**src/rtl/mult_pkg.sv**
```systemverilog
// Shared definitions for the multiplier operand dispatcher: defaults,
// FSM state encoding and the watchdog counter sizing helper.
package mult_pkg;

    localparam int WIDTH_DEF   = 8;
    localparam int DEPTH_DEF   = 4;
    localparam int TIMEOUT_DEF = 32;

    typedef enum logic [1:0] {
        S_IDLE  = 2'd0,
        S_ISSUE = 2'd1,
        S_WAIT  = 2'd2
    } state_t;

    // Counter must be able to hold the value TIMEOUT itself.
    function automatic int cnt_width(input int timeout);
        return $clog2(timeout + 1);
    endfunction

    localparam int CNT_W_DEF = cnt_width(TIMEOUT_DEF);

endpackage

```
**src/rtl/mult_operand_fifo.sv**
```systemverilog
// Operand-pair FIFO: stores {a, b}, registered occupancy count, full/empty
// flags derived from that count. Pointers wrap naturally (DEPTH is 2^n).
module mult_operand_fifo #(
    parameter int WIDTH = 8,
    parameter int DEPTH = 4
) (
    input  logic                 clk,
    input  logic                 rst_n,
    input  logic                 i_push,
    input  logic [2*WIDTH-1:0]   i_wdata,
    input  logic                 i_pop,
    output logic [2*WIDTH-1:0]   o_rdata,
    output logic                 o_full,
    output logic                 o_empty
);

    localparam int PTR_W = $clog2(DEPTH);
    localparam int CNT_W = $clog2(DEPTH + 1);

    logic [2*WIDTH-1:0] r_mem [DEPTH];
    logic [PTR_W-1:0]   r_wr_ptr;
    logic [PTR_W-1:0]   r_rd_ptr;
    logic [CNT_W-1:0]   r_count;

    logic w_push;
    logic w_pop;

    assign o_full  = (r_count == CNT_W'(DEPTH));
    assign o_empty = (r_count == '0);

    // A full FIFO refuses the push even when a pop frees a slot this cycle.
    assign w_push  = i_push && !o_full;
    assign w_pop   = i_pop && !o_empty;
    assign o_rdata = r_mem[r_rd_ptr];

    always_ff @(posedge clk or negedge rst_n) begin
        if (!rst_n) begin
            r_wr_ptr <= '0;
            r_rd_ptr <= '0;
            r_count  <= '0;
        end else begin
            if (w_push) r_wr_ptr <= r_wr_ptr + 1'b1;
            if (w_pop)  r_rd_ptr <= r_rd_ptr + 1'b1;
            case ({w_push, w_pop})
                2'b10:   r_count <= r_count + 1'b1;
                2'b01:   r_count <= r_count - 1'b1;
                default: r_count <= r_count;
            endcase
        end
    end

    // NOTE: storage is left unreset; the count alone decides which entries are valid.
    always_ff @(posedge clk) begin
        if (w_push) r_mem[r_wr_ptr] <= i_wdata;
    end

endmodule

```
**src/rtl/mult_dispatcher.sv**
```systemverilog
// Serialises operand pairs into a sequential multiplier: FIFO in front, an
// IDLE/ISSUE/WAIT FSM with a watchdog, and a valid/ready result register.
module mult_dispatcher
    import mult_pkg::*;
#(
    parameter int WIDTH   = WIDTH_DEF,
    parameter int DEPTH   = DEPTH_DEF,
    parameter int TIMEOUT = TIMEOUT_DEF
) (
    input  logic                 clk,
    input  logic                 rst_n,
    input  logic                 in_valid,
    output logic                 in_ready,
    input  logic [WIDTH-1:0]     in_a,
    input  logic [WIDTH-1:0]     in_b,
    output logic                 mul_start,
    output logic [WIDTH-1:0]     mul_a,
    output logic [WIDTH-1:0]     mul_b,
    input  logic [2*WIDTH-1:0]   mul_product,
    input  logic                 mul_ready,
    output logic                 out_valid,
    input  logic                 out_ready,
    output logic [2*WIDTH-1:0]   out_product,
    output logic [WIDTH-1:0]     out_a,
    output logic [WIDTH-1:0]     out_b,
    output logic                 busy,
    output logic                 timeout_err
);

    localparam int CNT_W = cnt_width(TIMEOUT);

    state_t               r_state;
    state_t               w_state_nxt;
    logic [CNT_W-1:0]     r_cnt;
    logic [CNT_W-1:0]     w_cnt_inc;
    logic [WIDTH-1:0]     r_mul_a;
    logic [WIDTH-1:0]     r_mul_b;
    logic                 r_out_valid;
    logic [2*WIDTH-1:0]   r_out_product;
    logic [WIDTH-1:0]     r_out_a;
    logic [WIDTH-1:0]     r_out_b;
    logic                 r_timeout_err;

    logic                 w_fifo_full;
    logic                 w_fifo_empty;
    logic [2*WIDTH-1:0]   w_head;
    logic                 w_push;
    logic                 w_pop;
    logic                 w_capture;
    logic                 w_timeout;

    assign w_push = in_valid && !w_fifo_full;

    mult_operand_fifo #(
        .WIDTH (WIDTH),
        .DEPTH (DEPTH)
    ) u_fifo (
        .clk     (clk),
        .rst_n   (rst_n),
        .i_push  (w_push),
        .i_wdata ({in_a, in_b}),
        .i_pop   (w_pop),
        .o_rdata (w_head),
        .o_full  (w_fifo_full),
        .o_empty (w_fifo_empty)
    );

    assign w_cnt_inc = r_cnt + 1'b1;

    always_ff @(posedge clk or negedge rst_n) begin
        if (!rst_n) begin
            r_state <= S_IDLE;
        end else begin
            r_state <= w_state_nxt;
        end
    end

    // NOTE: every signal written here gets a default first so no latch is inferred.
    always_comb begin
        w_state_nxt = r_state;
        w_pop       = 1'b0;
        w_capture   = 1'b0;
        w_timeout   = 1'b0;
        case (r_state)
            S_IDLE: begin
                if (!w_fifo_empty && !r_out_valid) w_state_nxt = S_ISSUE;
            end
            S_ISSUE: begin
                w_pop       = 1'b1;
                w_state_nxt = S_WAIT;
            end
            S_WAIT: begin
                // r_cnt == 0 is the guard cycle: a ready left over from the
                // previous multiply may still be visible there.
                if (r_cnt != '0 && mul_ready) begin
                    w_capture   = 1'b1;
                    w_state_nxt = S_IDLE;
                end else if (w_cnt_inc == CNT_W'(TIMEOUT)) begin
                    w_timeout   = 1'b1;
                    w_state_nxt = S_IDLE;
                end
            end
            default: w_state_nxt = S_IDLE;
        endcase
    end

    // NOTE: sequential state is updated with non-blocking assignments only.
    always_ff @(posedge clk or negedge rst_n) begin
        if (!rst_n) begin
            r_cnt   <= '0;
            r_mul_a <= '0;
            r_mul_b <= '0;
        end else if (r_state == S_ISSUE) begin
            r_cnt   <= '0;
            r_mul_a <= w_head[2*WIDTH-1:WIDTH];
            r_mul_b <= w_head[WIDTH-1:0];
        end else if (r_state == S_WAIT) begin
            r_cnt   <= w_cnt_inc;
        end
    end

    always_ff @(posedge clk or negedge rst_n) begin
        if (!rst_n) begin
            r_out_valid   <= 1'b0;
            r_out_product <= '0;
            r_out_a       <= '0;
            r_out_b       <= '0;
            r_timeout_err <= 1'b0;
        end else begin
            // Capture only happens with the register empty, so no overwrite.
            if (w_capture) begin
                r_out_valid   <= 1'b1;
                r_out_product <= mul_product;
                r_out_a       <= r_mul_a;
                r_out_b       <= r_mul_b;
            end else if (r_out_valid && out_ready) begin
                r_out_valid   <= 1'b0;
            end
            if (w_timeout) r_timeout_err <= 1'b1;
        end
    end

    // Operands are shown straight from the FIFO head during ISSUE so they are
    // valid on the same edge the multiplier samples mul_start.
    assign mul_start   = (r_state == S_ISSUE);
    assign mul_a       = (r_state == S_ISSUE) ? w_head[2*WIDTH-1:WIDTH] : r_mul_a;
    assign mul_b       = (r_state == S_ISSUE) ? w_head[WIDTH-1:0]       : r_mul_b;
    assign in_ready    = !w_fifo_full;
    assign busy        = (r_state != S_IDLE);
    assign out_valid   = r_out_valid;
    assign out_product = r_out_product;
    assign out_a       = r_out_a;
    assign out_b       = r_out_b;
    assign timeout_err = r_timeout_err;

endmodule

```
**config.mk**
```make
export PLATFORM = sky130hd
export DESIGN_NAME = mult_dispatcher
export DESIGN_NICKNAME = d
export VERILOG_FILES = /design/src/rtl/mult_pkg.sv /design/src/rtl/mult_operand_fifo.sv /design/src/rtl/mult_dispatcher.sv
export SDC_FILE = /design/constraint.sdc
export NUM_CORES = 1
export LEC_CHECK = 0
export BUFFER_PORTS_ARGS = -buffer_cell sky130_fd_sc_hd__buf_2
export CORE_ASPECT_RATIO = 1.4
export CORE_UTILIZATION = 50
export DETAILED_ROUTE_END_ITERATION = 10
export PLACE_DENSITY_LB_ADDON = 0.08
export SLEW_MARGIN = 20
export SYNTH_ARGS = -nofsm -noshare
export SYNTH_HDL_FRONTEND = slang
export SYNTH_SLANG_ARGS = --single-unit
```
**constraint.sdc**
```tcl
create_clock -name clk -period 1.8 [get_ports clk]
set_input_delay 0.18 -clock clk [delete_from_list [all_inputs] [get_ports clk]]
set_output_delay 0.18 -clock clk [all_outputs]
set_load 0.03 [all_outputs]
```
# --- After elaboration in Yosys (flattened, before gate mapping) ---
# Memories as Yosys holds them, arrays and structs flattened.
# Index checks and enable logic that the tools add are counted.
word_totals:
  n_memories: 1
  wordCells: 62
  reg_bits: 65
  ram_bits: 64
mem_list:
  columns: ["name", "depth", "width", "rd", "rd_ports_with_merged_regs", "write_ports", "line_no", "source"]
  rows:
  - ["u_fifo.r_mem", 4, 16, 1, 0, 1, "mult_operand_fifo.sv:20", "logic [2*WIDTH-1:0] r_mem [DEPTH];"]
op_classes:
  n_reduce_logical: 17
  addsub: 5
  mux: 19
  n_eq_ne: 8
op_table:
  columns: ["cell", "count"]
  rows:
  - ["8-bit two-way mux", 2]
  - ["6-bit two-way mux", 2]
  - ["1-bit two-way mux", 10]
  - ["2-bit nonzero test", 4]
  - ["6-bit by 1-bit adder with 6-bit output, second input constant", 1]
  - ["6-bit equality test, second input constant", 1]
  - ["1-bit logical AND", 6]
  - ["2-bit two-way mux", 3]
  - ["2-bit case mux with 3 select lines", 1]
  - ["3-bit case mux with 2 select lines", 1]
  - ["6-bit nonzero test", 1]
  - ["2-bit by 1-bit adder with 2-bit output, second input constant", 2]
  - ["2-bit by 1-bit equality test with 1-bit output, second input constant", 2]
  - ["2-bit equality test, second input constant", 2]
  - ["3-bit by 1-bit adder with 3-bit output, second input constant", 1]
  - ["3-bit equality test, second input constant", 1]
  - ["1-bit zero test", 3]
  - ["3-bit zero test", 1]
  - ["3-bit inequality test, second input constant", 1]
  - ["3-bit by 1-bit subtractor with 3-bit output, second input constant", 1]
  - ["2-bit zero test", 1]
  - ["2-bit inequality test, second input constant", 1]
  - ["2-bit AND reduction", 1]

# --- Logic depth before layout (Yosys ltp) ---
# Gate-level depths: netlist of the first run.
depth:
  ltp_word: 6
  ltp_mapped: 10

# --- By module ---
# From an unflattened synthesis of the first run, not the netlist that was laid out.
unflattened:
  hier_cells: 289
  hier_area_um2: 5296.3
modules_own_cells:
  columns: ["module", "seq_area_each_um2", "cells_each", "instances", "area_each_um2"]
  rows:
  - ["mult_operand_fifo", 2097.0, 121, 1, 2775.2]
  - ["mult_dispatcher", 1451.4, 168, 1, 2521.2]

# --- Least setup slack after synthesis of the first run ---
# No wires, ideal clock.
synth_timing:
  path_kind: "flip-flop to flip-flop"
  from: "register r_state[1]"
  to: "register u_fifo.r_count[2]"
  setup_time_ns: 0.079
  arrival_ns: 2.143
  required_ns: 1.721
  path_buffers: 0
  setup_slack_ns: -0.422
  path_stages_with_launch: 10
  path_cell_list: "dfrtp_1 inv_1 ha_1 nor2b_1 ha_1 inv_1 fa_1 xor2_1 nor2_1 xor2_1"
synth_via:
  elab_chain_len: 5
  elab_cells_between_ends: 7
synth_rtl:
  columns: ["item", "line_no", "source"]
  rows:
  - ["start, declared", "mult_dispatcher.sv:32", "state_t r_state;"]
  - ["start signal, assigned", "mult_dispatcher.sv:74", "r_state <= w_state_nxt;"]
  - ["2-bit by 1-bit equality test with 1-bit output *", null, null]
  - ["via mul_start", "mult_dispatcher.sv:16", "output logic mul_start,"]
  - ["1-bit two-way mux *", "mult_dispatcher.sv:84", "case (r_state)"]
  - ["1-bit logical AND *", "mult_operand_fifo.sv:33", "assign w_pop = i_pop && !o_empty;"]
  - ["via u_fifo.w_pop", "mult_operand_fifo.sv:26", "logic w_pop;"]
  - ["2-bit by 1-bit equality test with 1-bit output or 2-bit equality test (tied branches)", "mult_operand_fifo.sv:44", "case ({w_push, w_pop})"]
  - ["3-bit case mux with 2 select lines or 2-bit nonzero test (tied branches)", null, null]
  - ["end signal, assigned", "mult_operand_fifo.sv:45", "2'b10: r_count <= r_count + 1'b1;"]
  - ["end signal, assigned", "mult_operand_fifo.sv:46", "2'b01: r_count <= r_count - 1'b1;"]
  - ["end signal, assigned", "mult_operand_fifo.sv:47", "default: r_count <= r_count;"]
  - ["end, declared", "mult_operand_fifo.sv:23", "logic [CNT_W-1:0] r_count;"]
# Mark *: on every way through the listed nets, which the timed path passes. The rest lies on a longest branch.
# A chain may end at the register's enable or synchronous reset.

# --- Final worst setup path of the first run ---
layout_timing:
  from: "register u_fifo.r_rd_ptr[0]"
  to: "output port mul_a[4]"
layout_via:
  elab_chain_len: 2
layout_rtl:
  columns: ["item", "line_no", "source"]
  rows:
  - ["start, declared", "mult_operand_fifo.sv:22", "logic [PTR_W-1:0] r_rd_ptr;"]
  - ["start signal, assigned", "mult_operand_fifo.sv:43", "if (w_pop) r_rd_ptr <= r_rd_ptr + 1'b1;"]
  - ["memory read 4 x 16 bit", null, null]
  - ["8-bit two-way mux", null, null]
  - ["end, declared", "mult_dispatcher.sv:17", "output logic [WIDTH-1:0] mul_a,"]
# No other way between the ends.

==> metrics.md, run 1 <==
| Metric | Value |
|---|---|
| Run status | `complete, but fails checks` |
| Violated checks | `negative setup slack` |
| Detailed Route Iter0 Violations | `121` |
| Top-level port count | `90` |
| Number of antenna violations at the first check in global routing | `0` |
| GRT met2 Usage | `0.3380` |
| Antenna violation net count after detailed routing | `0` |
| Areal power density over the cells | `2059 nW/µm²` |
| Insertion delay to the later sink of the worst-skew pair | `0.41 ns` |
| Total of buffers placed on input and output ports | `89` |
| Synthesized instance count | `289` |
| Remaining global-route overflow | `0` |
| Register clock-pin slew on the reported worst setup and hold paths | `0.06 ns` |
| Row cnt | `43` |
| Number of endpoints with negative hold slack in the final report | `0` |
| Initial Util | `0.5219` |
| Largest fanout on the critical path | `5` |
| Global-route wire length before repair | `15.45 mm` |
| Number of nets produced by synthesis | `338` |
| Worst-case vdd ir drop | `1014 µV` |
| Post-layout net count | `496` |
| Clock tree from TritonCTS | `done` |
| First-pass iteration count of the detailed router | `4` |
| Yosys warns | `0` |
| Number of buffers on the longest clock path | `2` |
| Detailed-route wire length per cell | `16.65 µm` |
| Cell chosen for the clock root | `clkbuf_16` |
| Setup-violating endpoint count in the final report | `16` |
| Post-synth top flop | `dfrtp_1` |
| Met3 track utilization from global routing | `0.06008` |
| Synthesis-to-finish area growth | `36.20%` |
| Clk_skew | `0.006225 ns` |
| Sum of net half-perimeters after detailed placement | `6.239 mm` |
| Yosys cell types | `38` |
| Required time at the worst-slack endpoint | `1.62 ns` |
| Yosys reg bits | `129` |
| Number of vias per cell | `5.104` |
| Die H | `122.9 µm` |
| Number of buffers created by CTS | `17` |
| Number of enable flip-flop cells after synthesis | `64` |
| Area of the core region | `10,010 µm²` |
| Post-synthesis instance area | `5223 µm²` |
| Final critical-path setup slack | `-0.3320 ns` |
| Hold crit path type | `input pin to register` |
| CP Class | `register to output port` |
| Per-instance average area after synthesis | `18.07 µm²` |
| Slew of the pin with the lowest slew margin | `0.3574 ns` |
| Async SR Flop Fraction | `0.5039` |
| Pre-CTS setup slack | `0.001122 ns` |
| Vias after detailed routing | `3,037` |
| Gr usage total | `0.2002` |
| Residual DRC | `0` |
| Sequential cell area fraction in the yosys report | `0.6794` |
| Largest net degree at the start of global routing | `66` |
| Met1 capacity usage during global routing | `0.2294` |
| Max Cap Viol | `0` |
| Total Wirelength | `9.906 mm` |
| Clock sink count | `129` |
| Ant diodes | `0` |
| Fmax achieved | `0.4691 GHz` |
| RSZ-0062 raised after global routing | `true` |
| Proportion of layout cells with a drive suffix above 1 | `0.5196` |
| Nature of the critical path startpoint | `register` |
| Arrival time of the worst setup path | `1.95 ns` |
| Floorplan die width | `88.38 µm` |
| Placer's final routability congestion estimate | `0.7347` |
| Critical path endpoint category | `output port` |
| Grt peak-use layer | `met2` |
| Leading cell types in the layout, fill and taps excluded | `73 x buf_2, 64 x edfxtp_1, 62 x dfrtp_1` |
| Most frequent standard cell in the layout excluding fill and tap cells | `buf_2` |
| Setup TNS | `-4.977 ns` |
| Post-route clock period utilization | `1.184` |
| Worst hold slack | `0.01862 ns` |
| Number of pins exceeding their max-slew limit in the final report | `0` |
| Final worst path period need | `2.132 ns` |
| Relative slew slack | `0.7618` |
| Number of global-route vias before repair | `3,203` |
| Leakage power figure | `3.019 nW` |
| CTS H-tree depth | `4` |
| Overall die area | `10,860 µm²` |
==> layer usage <==
metal  share of wire  vias to the layer above
met4           0.018                        0
met5               0                        -
li1                -                     1404
met3           0.045                       14
met1            0.42                     1540
met2            0.52                       79
==> cells in the mapped netlist, drive strengths merged (2+ instances only) <==
cell type,n,area [µm²]
a21oi,3,15.01
and3,4,25.02
buf,8,78.82
clkbuf,2,7.510
dfrtp,65,1627
edfxtp,64,1922
ha,11,137.6
inv,16,60.06
mux2,51,623.1
mux2i,2,20.02
mux4,16,390.4
nand2,4,15.01
nand3,5,30.03
nand3b,2,15.01
nand4,2,12.51
nor2,4,17.52
nor2b,3,18.77
nor3,2,10.01
nor3b,2,15.01
o21ai,5,25.02
o22ai,6,43.79
xnor2,3,26.28
xor2,3,26.28
==> repair_timing <==
item | in CTS | in global routing
pin swaps | 1 | 4
gates cloned | 1 | 0
hold buffers | 29 | 0
setup endpoints to repair | 18 | 19
resized for setup | 48 | 14
endpoints found under the hold margin | 141 | 0
setup buffers | 7 | 7
==> where the power goes <==
group,internal [mW],leakage (nW),switching [mW]
logic,3.13,1.40,3.43
clock network,2.08,0.269,1.22
registers,4.20,1.36,0.594
==> worst max-delay path, cell delays in order (launching register included) <==
cell     delay, ns
dfrtp_2       0.45
buf_6         0.16
mux4_2        0.51
mux2_4        0.29
buf_6         0.14
==> final timing paths <==
check                                        start            endpoint  slack (ns)  cells past startpoint
worst max-delay path            u_fifo.r_rd_ptr[0]            mul_a[4]       -0.33                      4
worst min-delay path               mul_product[10]     out_product[10]        0.02                      2
worst max register to register   u_fifo.r_count[1]   u_fifo.r_count[2]        0.05                     10
worst min register to register         timeout_err         timeout_err        0.47                      1
max in group asynchronous                    rst_n  u_fifo.r_rd_ptr[0]        1.16                      3
min in group asynchronous                    rst_n            r_cnt[3]        0.32                      3
==> kinds of logic (layout without fill, tap and decap cells) <==
logic type	after synthesis	in the layout	share of synthesized area
fa+ha+maj	12	12	0.03019
mux	69	69	0.1979
buf+inv	26	197	0.02803
compound gates	17	17	0.02084
simple gates	30	30	0.03354
xor+xnor	6	6	0.01006
flops	129	129	0.6794
==> area by class of cell <==
cell class,count,area [µm²]
clock buffer,20,446.7
clock inverter,12,133.9
fill,691,2894
inverter,16,60.06
multi-input combinational,134,1609
sequential,129,3552
tap,135,168.9
timing repair buffer,149,1142
==> through the flow <==
stage               std cells  cell area, µm²    util  power [mW]
finish                    595            7113  0.7108       14.65
global route              595            7113  0.7108       15.42
CTS                       589            7036  0.7031       14.58
detailed placement        520            5978  0.5974       10.41
global placement          520            5978  0.5974       10.29
floorplan                 289            5273       -       8.797
==> flip-flops by register name, indices dropped and copies added, names as in the netlist <==
signal and flops:
r_mul_b 8, u_fifo.r_rd_ptr 2, out_b 8, r_cnt 6, out_a 8, r_state 2
timeout_err 1, out_valid 1, u_fifo.r_count 3, out_product 16, r_mul_a 8, u_fifo.r_mem 64
u_fifo.r_wr_ptr 2
(Power assumes the default switching activity.)
==> run 2, diff against run 1 <==
--- a/config.mk
+++ b/config.mk
@@ -8,5 +8,5 @@
 export BUFFER_PORTS_ARGS = -buffer_cell sky130_fd_sc_hd__buf_2
 export CORE_ASPECT_RATIO = 1.4
-export CORE_UTILIZATION = 50
+export CORE_UTILIZATION = 40
 export DETAILED_ROUTE_END_ITERATION = 10
 export PLACE_DENSITY_LB_ADDON = 0.08
==> constraint.sdc (replaced) <==
create_clock -name clk -period 1.8 [get_ports clk]
set_input_delay 0.27 -clock clk [delete_from_list [all_inputs] [get_ports clk]]
set_output_delay 0.27 -clock clk [all_outputs]
set_load 0.03 [all_outputs]
==> run 2 against run 1 <==
The run still ends with negative setup slack left. Sequential power decreased by 0.8%. Non-clock buffer count decreased by 30. Clock skew increased by 0.0014 ns. Utilization decreased by 17 points. Hold slack improved by 0.029 ns. Register-to-register slack got worse by 0.02 ns. Highest routed layer unchanged. Design area decreased by 3.1%. Maximum frequency decreased by 2.9%. Via count decreased by 5.7%. Critical endpoint is now mul_b[2]. Critical path depth unchanged. Global-route usage decreased by 4.1 points. Routed wire length decreased by 1.6%.
==> metrics.md, run 2 (synthesized netlist as in run 1, its figures left out) <==
| Metric | Value |
|---|---|
| Total of buffers placed on input and output ports | `89` |
| Cell chosen for the clock root | `clkbuf_16` |
| Number of buffers on the longest clock path | `2` |
| Post-layout total power | `14.80 mW` |
| Number of buffers created by CTS | `17` |
| Final critical-path setup slack | `-0.3955 ns` |
| Total Wirelength | `9.744 mm` |
| Run status | `complete, but fails checks` |
| Slew of the pin with the lowest slew margin | `0.3625 ns` |
| Met3 track utilization from global routing | `0.05277` |
| First-pass iteration count of the detailed router | `6` |
| Number of pins exceeding their max-slew limit in the final report | `0` |
| Hold crit path type | `input pin to register` |
| Gr usage total | `0.1591` |
| FF-to-FF setup slack | `0.03 ns` |
| Reg2reg path depth | `9` |
| Remaining global-route overflow | `0` |
| Arrival time of the worst setup path | `1.93 ns` |
| Pre-CTS setup slack | `-0.06079 ns` |
| Slowest Stage Delay on Critical Path | `0.52 ns` |
| Top-level port count | `90` |
| Clock sink count | `129` |
| Number of flip-flops under the largest register name | `64` |
| Violated checks | `negative setup slack` |
| Relative slew slack | `0.7583` |
| Die H | `137.2 µm` |
| Most frequent standard cell in the layout excluding fill and tap cells | `buf_2` |
| Proportion of layout cells with a drive suffix above 1 | `0.5442` |
| Register clock-pin slew on the reported worst setup and hold paths | `0.05 ns` |
| Areal power density over the cells | `2148 nW/µm²` |
| Final worst path period need | `2.196 ns` |
| Detailed Route Iter0 Violations | `86` |
| Setup-violating endpoint count in the final report | `17` |
| CTS H-tree depth | `4` |
| Global-route wire length before repair | `15.51 mm` |
| Post-layout net count | `466` |
| Library cell contributing the largest single delay on the critical path | `mux4_2` |
| Number of endpoints with negative hold slack in the final report | `0` |
| Detailed-route wire length per cell | `16.71 µm` |
| Largest fanout on the critical path | `6` |
| CP Class | `register to output port` |
| Crit Reg-Reg Endpoint | `u_fifo.r_count[2]` |
| RSZ-0062 raised after global routing | `true` |
| Max Cap Viol | `0` |
| Placer's final routability congestion estimate | `0.6922` |
| Vias after detailed routing | `2,864` |
| Critical-path cell list | `buf_12, mux4_2, mux2_4, buf_6` |
| Row cnt | `49` |
| Ant diodes | `0` |
| Area of the core region | `12,810 µm²` |
| Number of antenna violations at the first check in global routing | `0` |
| Reg-to-reg startpoint | `r_state[1]` |
| Met1 capacity usage during global routing | `0.1875` |
| Setup crit end | `mul_b[2]` |
| GRT met2 Usage | `0.2633` |
| Worst-case vdd ir drop | `874.6 µV` |
| Number of global-route vias before repair | `2,973` |
| Critical path endpoint category | `output port` |
| Grt peak-use layer | `met2` |
| Largest net degree at the start of global routing | `52` |
| Residual DRC | `0` |
| Initial Util | `0.4076` |
| Required time at the worst-slack endpoint | `1.53 ns` |
| Number of vias per cell | `4.913` |
| Fmax achieved | `0.4555 GHz` |
| Overall die area | `13,520 µm²` |
| Leakage power figure | `2.932 nW` |
| Nature of the critical path startpoint | `register` |
| Register bank with the most flops | `u_fifo.r_mem` |
| Synthesis-to-finish area growth | `31.94%` |
| Floorplan die width | `98.57 µm` |
| Insertion delay to the later sink of the worst-skew pair | `0.41 ns` |
| Leading cell types in the layout, fill and taps excluded | `72 x buf_2, 64 x edfxtp_1, 63 x dfrtp_1` |
| Antenna violation net count after detailed routing | `0` |
| Sum of net half-perimeters after detailed placement | `6.537 mm` |
| Clk_skew | `0.007657 ns` |
| Clock tree from TritonCTS | `done` |
| Post-route clock period utilization | `1.220` |
| Launching instance or port of the critical path | `u_fifo.r_rd_ptr[0]` |
run 2: cell types whose count changed in the layout (fill, tap and decap cells not counted), sizes merged:
cell	previous run	this run
dlygate4sd3	29	1
clkbuf	20	19
bufinv	2	5
buf	120	118
inv	18	17
clkinvlp	5	2
clkinv	3	5
run 2: worst max-delay path, delay by kind of cell, from the launching register on:
family / cells / cell delay [ns]
buffers and inverters: 2 / 0.29
DFF: 1 / 0.43
muxes: 2 / 0.80
run 2: how the worst min path moves through the flow:
| stage | slack, ns | cells past startpoint | endpoint | start |
|---|---|---|---|---|
| floorplan | -0.03 | 0 | out_a[0] | rst_n |
| global placement | 0.20 | 1 | out_a[0] | rst_n |
| detailed placement | 0.20 | 1 | out_a[0] | rst_n |
| CTS | 0.02 | 2 | out_valid | out_ready |
| global route | 0.05 | 1 | u_fifo.r_mem[2][8] | in_a[0] |
| finish | 0.05 | 2 | out_valid | out_ready |
run 2: routing by layer:
| layer | wire length (µm) | vias up |
|---|---|---|
| li1 | - | 1344 |
| met1 | 4215 | 1432 |
| met2 | 4958 | 72 |
| met3 | 416 | 16 |
| met4 | 153 | 0 |
| met5 | 0 | - |
run 2: final cells by class:
| cell class | count | area [µm²] |
|---|---|---|
| clock buffer | 19 | 432.9 |
| clock inverter | 13 | 210.2 |
| fill | 1071 | 5923 |
| inverter | 16 | 62.56 |
| multi-input combinational | 134 | 1597 |
| sequential | 129 | 3551 |
| tap | 153 | 191.4 |
| timing repair buffer | 119 | 845.8 |
run 2: timing repair:
item,in CTS,in global routing
resized for setup,52,8
buffers inserted,3,3
hold buffers,1,0
cloned,1,0
pin swaps,0,5
hold endpoints to repair,14,0
setup endpoints to repair,19,20
run 2: metrics by stage:
| step | std cells | hold WS (ns) | setup TNS, ns | utilization | area (µm²) |
|---|---|---|---|---|---|
| final | 583 | 0.04749 | -6.287 | 0.5377 | 6890 |
| after CTS | 581 | 0.02338 | -7.299 | 0.5361 | 6869 |
| after global routing | 583 | 0.04975 | -7.462 | 0.5377 | 6890 |
| after detailed placement | 544 | 0.2039 | -0.3937 | 0.4718 | 6046 |
| after global placement | 544 | 0.2014 | -0.2418 | 0.4718 | 6046 |
| after floorplan | 289 | -0.02559 | -0.04756 | - | 5273 |
run 2: report_power, final:
| group | total, mW | internal, mW | switching, mW |
|---|---|---|---|
| clock | 3.69 | 2.46 | 1.23 |
| sequential | 4.75 | 4.19 | 0.555 |
| combinational | 6.36 | 2.99 | 3.37 |
| total | 14.8 | 9.65 | 5.15 |
